<file path="config.mk">
export PLATFORM = sky130hd
export DESIGN_NAME = hazard_stall_ctrl
export DESIGN_NICKNAME = d
export VERILOG_FILES = /design/src/rtl/hazard_stall_ctrl.sv
export SDC_FILE = /design/constraint.sdc
export NUM_CORES = 1
export LEC_CHECK = 0
export ABC_AREA = 1
export CORE_MARGIN = 3
export CORE_UTILIZATION = 29
export CTS_CLUSTER_SIZE = 12
export DETAILED_ROUTE_END_ITERATION = 7
export PLACE_DENSITY_LB_ADDON = 0.05
export SYNTH_ARGS = -nofsm -noshare
export SYNTH_HDL_FRONTEND = slang
export SYNTH_SLANG_ARGS = --single-unit
</file>
<file path="constraint.sdc">
create_clock -name clk -period 1 [get_ports clk]
set_input_delay 0.2 -clock clk [delete_from_list [all_inputs] [get_ports clk]]
set_output_delay 0.2 -clock clk [all_outputs]
set_load 0.005 [all_outputs]
</file>
<file path="src/rtl/hazard_stall_ctrl.sv">
// ============================================================================
// Module      : hazard_stall_ctrl
// Description : Load-use / memory-busy / branch-flush hazard controller for a
//               5-stage MIPS pipeline. Optional perf counters: HAZARD_PERF_CNT_EN.
// Revision    : 1.0 - initial release
// ============================================================================
`default_nettype none

module hazard_stall_ctrl #(
    parameter int LOAD_LAT = 1,
    parameter int REG_W    = 5,
    parameter int CNT_W    = 16
) (
    input  logic             clk,
    input  logic             rst,
    input  logic [REG_W-1:0] id_rs,
    input  logic [REG_W-1:0] id_rt,
    input  logic             id_uses_rt,
    input  logic             ex_mem_read,
    input  logic [REG_W-1:0] ex_rt,
    input  logic             branch_taken,
    input  logic             mem_busy,
    output logic             pc_write,
    output logic             if_id_write,
    output logic             if_id_flush,
    output logic             id_ex_write,
    output logic             id_ex_bubble,
    output logic [CNT_W-1:0] stall_cnt,
    output logic [CNT_W-1:0] flush_cnt
);

    localparam logic [0:0] c_run     = 1'b0;
    localparam logic [0:0] c_lu_wait = 1'b1;
    localparam logic [2:0] c_lu_init = 3'(LOAD_LAT - 1);

    logic [0:0] r_state;
    logic [0:0] w_next_state;
    logic [2:0] r_lu_cnt;
    logic [2:0] w_next_lu_cnt;
    logic       w_hazard;
    logic       w_lu_stall;

    assign w_hazard = ex_mem_read & (ex_rt != '0) &
                      ((ex_rt == id_rs) | (id_uses_rt & (ex_rt == id_rt)));

    // LU_WAIT keeps stalling regardless of what ID currently holds
    assign w_lu_stall = (r_state == c_lu_wait) | w_hazard;

    always_ff @(posedge clk or posedge rst) begin
        if (rst) begin
            r_state  <= c_run;
            r_lu_cnt <= 3'd0;
        end else begin
            r_state  <= w_next_state;
            r_lu_cnt <= w_next_lu_cnt;
        end
    end

    always_comb begin
        w_next_state  = r_state;
        w_next_lu_cnt = r_lu_cnt;
        if (!mem_busy) begin
            case (r_state)
                c_run: begin
                    if (w_hazard && (LOAD_LAT > 1)) begin
                        w_next_state  = c_lu_wait;
                        w_next_lu_cnt = c_lu_init;
                    end
                end
                c_lu_wait: begin
                    w_next_lu_cnt = r_lu_cnt - 3'd1;
                    if (r_lu_cnt == 3'd1) begin
                        w_next_state = c_run;
                    end
                end
                default: begin
                    w_next_state  = c_run;
                    w_next_lu_cnt = 3'd0;
                end
            endcase
        end
    end

    always_comb begin
        pc_write     = 1'b1;
        if_id_write  = 1'b1;
        if_id_flush  = 1'b0;
        id_ex_write  = 1'b1;
        id_ex_bubble = 1'b0;
        if (rst) begin
            pc_write     = 1'b0;
            if_id_write  = 1'b0;
            if_id_flush  = 1'b1;
            id_ex_bubble = 1'b1;
        end else if (mem_busy) begin
            pc_write    = 1'b0;
            if_id_write = 1'b0;
            id_ex_write = 1'b0;
        end else if (w_lu_stall) begin
            pc_write     = 1'b0;
            if_id_write  = 1'b0;
            id_ex_bubble = 1'b1;
        end else if (branch_taken) begin
            if_id_flush = 1'b1;
        end
    end

`ifdef HAZARD_PERF_CNT_EN
    logic [CNT_W-1:0] r_stall_cnt;
    logic [CNT_W-1:0] r_flush_cnt;
    logic             w_stall_evt;
    logic             w_flush_evt;

    assign w_stall_evt = ~mem_busy & w_lu_stall;
    assign w_flush_evt = ~mem_busy & ~w_lu_stall & branch_taken;

    // Both counters saturate at all-ones
    always_ff @(posedge clk or posedge rst) begin
        if (rst) begin
            r_stall_cnt <= '0;
            r_flush_cnt <= '0;
        end else begin
            if (w_stall_evt && (r_stall_cnt != '1)) begin
                r_stall_cnt <= r_stall_cnt + CNT_W'(1);
            end
            if (w_flush_evt && (r_flush_cnt != '1)) begin
                r_flush_cnt <= r_flush_cnt + CNT_W'(1);
            end
        end
    end

    assign stall_cnt = r_stall_cnt;
    assign flush_cnt = r_flush_cnt;
`else
    assign stall_cnt = '0;
    assign flush_cnt = '0;
`endif

endmodule

`default_nettype wire

</file>
Word level (Yosys, flattened, before mapping):

Index checks and enable logic that the tools add are counted.

* logic and storage cells: 28
* flip-flop bits (word level): 4
* output and inout bits: 37

* $add $sub $neg: 1
* multiplexer cells: 14
* reduce and logical (&&, ||, !) cells: 2
* bitwise operators: 6
* eq/ne operators: 3

Operator list (count)
* $mux W1: 14
* $eq A5 B5 Y1: 2
* $reduce_bool A5 Y1: 1
* $and A1 B1 Y1: 3
* $eq A3 B1 Y1 const B: 1
* $sub A3 B1 Y3 const B: 1
* $or A1 B1 Y1: 2
* $reduce_and A2 Y1: 1
* $not A1 Y1: 1

Longest topological paths before layout:

* depth in word-level cells: 8
* gate-level depth with buffers: 10
* mapped depth without buffers: 10

Worst setup path before layout:

No wires, ideal clock.

* path kind: input -> output
* start point: input ex_rt[1]
* end point: output pc_write
* path buffers: 1
* arrival: 0.933 ns
* path slack: -0.133 ns
* stages on the path: 8
* path through: inv_1 -> nand4_1 -> o21ai_0 -> inv_1 -> nand2_2 -> nand3_1 -> nor2_1 -> buf_4

* longest elaborated chain between the ends: 8

RTL lines
* start: declaration: RTL line 20 `input logic [REG_W-1:0] ex_rt,`
* $eq A5 B5 Y1: RTL line 44 `((ex_rt == id_rs) | (id_uses_rt & (ex_rt == id_rt)));`
* $and A1 B1 Y1: RTL line 44
* $or A1 B1 Y1: RTL line 44
* $and A1 B1 Y1 (*): RTL line 43 `assign w_hazard = ex_mem_read & (ex_rt != '0) &`
* $or A1 B1 Y1 (*): RTL line 47 `assign w_lu_stall = (r_state == c_lu_wait) | w_hazard;`
* $mux W1 (*) (3 in series)
* end: declaration: RTL line 23 `output logic pc_write,`

Mark *: on every way between the ends. The rest lies on a longest branch, timed or not.

Final worst setup path:

* start point: input ex_rt[1]
* end point: output id_ex_bubble

* longest elaborated chain between the ends: 8

RTL lines
* $eq A5 B5 Y1: RTL line 44
* $and A1 B1 Y1: RTL line 44
* $or A1 B1 Y1: RTL line 44
* $and A1 B1 Y1 (*): RTL line 43
* $or A1 B1 Y1 (*): RTL line 47
* $mux W1 (*): RTL line 99 `end else if (w_lu_stall) begin`
* $mux W1 (*): RTL line 95 `end else if (mem_busy) begin`
* $mux W1 (*): RTL line 90 `if (rst) begin`
* end: declaration: RTL line 27 `output logic id_ex_bubble,`

Marked as above.

==> results.yml <==
pwr:
  leakagePower_nw: 0.612
  irDropWorstVdd_mv: 0.595
  power_uw: 642
  power_density_nw_per_um2: 656
hold_path:
  hold_class: "input port to async pin"
worst_setup_path:
  crit_family: "simple AND/OR/NAND/NOR gates"
  cp_cell_sequence: "buf_12, nand2_2, nand2_1, nor2_1, nand3_1, nand2_1, nand2_2, nand2_1, nand2_1, nand2_1, buf_2"
  path_common_cell: "nand2_1"
  cp.depth: 11
  worstRegToRegCells: 4
  crit_type: "input port to output port"
  crit_fanout: 3
  worst_setup_path_end_kind: "output port"
  crit_required_ns: 0.80
  crit_path_start_kind: "input port"
  slowest_stage: "buf_12"
  max_stage_delay_ns: 0.11
  critPathBufInv: 2
  worstPathArrival_ns: 1.02
clocking:
  clk_path_buf_depth: 2
  clk_latency_ns: 0.23
  cts_made_buffers: 3
  cts.sinks: 4
  cts_tree: "built"
  clk_pin_slew_ns: 0.04
  htreeDepth: 1
  cts-root-buf: "clkbuf_4"
timing:
  layout_min_cycle_time_ns: 1.22
  rsz0062_at_grt: "true"
  period_share: 1.22
  fin_ws_ns: -0.225
  fmax_mhz: 816
  slew_viol_final: 0
  hold_violations: 0
  clock_skew_ns: 0.00179
  whs_ns: 0.252
  setup_viol: 4
finish:
  antenna_cells: 0
  final_util: 0.434
  final_cells: 179
  drive_gt1_frac: 0.384
  layout.nets: 176
  fillers: 252
  syn_to_final_growth_pct: 39.1
synth:
  syn_inst: 118
  synth_most_common_cell: "nand2_1"
  synth_top_area_frac: 0.352
  yosys-top-cells-area: "buf_4 35%, nand2_1 18%, dfrtp_1 14%"
  yosysTopAreaCell: "buf_4"
  synthTopCellsByCount: "34 x nand2_1, 33 x buf_4, 19 x inv_1"
  async_flop_share: 1.00
  synth_top_flop_cell: "dfrtp_1"
  ys.warnings.count: 0
  ys_seq_area_frac: 0.142
  syn_avg_cell_area_um2: 5.96
  synth_cell_type_count: 16
  syn_area_um2: 703
  synth_seq_cells: 4
  synth_edf_count: 0
die:
  die_h_um: 55.2
  dieArea_um2: 3050
  start_util: 0.312
  std_cell_rows: 17
  core_area_um2: 2250
  die_w_um: 55.2
  io-pin-count: 58
drt:
  drt_iter0_markers: 13
  drcViolationCount: 0
  firstDrtPassIters: 4
  routed_wl_um: 1390
  ant_nets: 0
  vias: 646
  drt-wirelength-per-cell_um: 7.75
  viasPerCell: 3.61
placement:
  io_buffers: 25
  pre_cts_slack_ns: -1.13
  dp.cells: 177
  dp_hpwl_um: 1210
  place_congestion: 0.771
status:
  status: "complete, but fails checks"
  violations: "negative setup slack"
grt:
  grt_antenna_before_repair: 0
  grt_pass1_wl_um: 2290
  overflow: 0
  grt_max_degree: 5
  grt_pass1_vias: 589
  track_usage: 0.0889
job:
  maxCapViolations: 0
==> placed cells by master, fill, tap and decap left out, drive strengths merged <==
cell and instances:
nand2 36, o21ai 1, dlygate4sd2 3, nand3b 1, conb 32, clkdlybuf4s50 1, nand4 1, clkdlybuf4s15 1
xnor2 1, nand3 4, inv 22, dfrtp 4, buf 25, xor2 2, nor2 9, clkbuf 5
a21oi 1, ha 2
==> worst register-to-register path, stage by stage, from the launching register on <==
cell and delay [ns]:
dfrtp_1 0.38, inv_1 0.06, ha_1 0.19, nand2_1 0.07
xor2_1 0.15
==> registers in the layout, summed over array words and instances, names as in the netlist <==
signal,flops
r_state,1
r_lu_cnt,3
==> metrics by stage <==
| stage | setup TNS [ns] | area [um^2] |
|---|---|---|
| finish | -0.815 | 978 |
| global route | -1.26 | 978 |
| CTS | -1.21 | 951 |
| detailed placement | -5.95 | 955 |
| global placement | -5.94 | 955 |
| floorplan | -0.0614 | 857 |
==> final cells by class <==
cell class	instances	area, um^2	share of cell area
sequential	4	100	0.102
clock buffer	3	22.5	0.0230
multi-input combinational	90	429	0.439
timing repair buffer	32	279	0.285
inverter	22	113	0.115
tap	28	35.0	0.0358
==> metal layers <==
metal	wire length (um)	global-route usage	vias to the layer above	share of wire
met2	684	0.145	30	0.49
met4	0	0.0313	0	0
met1	579	0.109	270	0.42
met3	124	0.0280	0	0.089
li1	-	-	346	-
met5	0	0	-	0
==> timing repair <==
| action | 4_1_cts | 5_1_grt |
|---|---|---|
| cloned | 0 | 0 |
| pin swaps | 21 | 21 |
| hold buffers | 0 | 0 |
| hold endpoints to repair | 0 | 0 |
| endpoints found under the setup margin | 8 | 6 |
| gates resized for setup | 89 | 30 |
| buffers inserted | 1 | 0 |
==> path summary, 6_finish.rpt <==
| check | startpoint | endpoint | slack, ns |
|---|---|---|---|
| worst max-delay path | ex_rt[1] | id_ex_bubble | -0.22 |
| worst min-delay path | rst | r_lu_cnt[2]$_DFFE_PP0P_ | 0.25 |
| worst max register to register | r_lu_cnt[0]$_DFFE_PP0P_ | r_lu_cnt[2]$_DFFE_PP0P_ | 0.07 |
| worst min register to register | r_state$_DFFE_PP0N_ | r_state$_DFFE_PP0N_ | 0.48 |
| max in group asynchronous | rst | r_lu_cnt[1]$_DFFE_PP0P_ | 0.66 |
| min in group clk | r_state$_DFFE_PP0N_ | r_state$_DFFE_PP0N_ | 0.48 |
==> report_power, final <==
group	internal, mW	switching, mW
Sequential	0.167	0.00302
Combinational	0.137	0.140
Clock	0.134	0.0605
Total	0.438	0.204
==> cells by family after synthesis <==
kind of cell,after synthesis,share of synthesized area
AOI/OAI and AO/OA,2,0.0142
and+or+nand+nor,51,0.295
DFF,4,0.142
xor gates and xnor gates,3,0.0374
adders and majority gates,2,0.0356
other,1,0.00533
buffers and inverters,55,0.470
(Power assumes the default switching activity.)
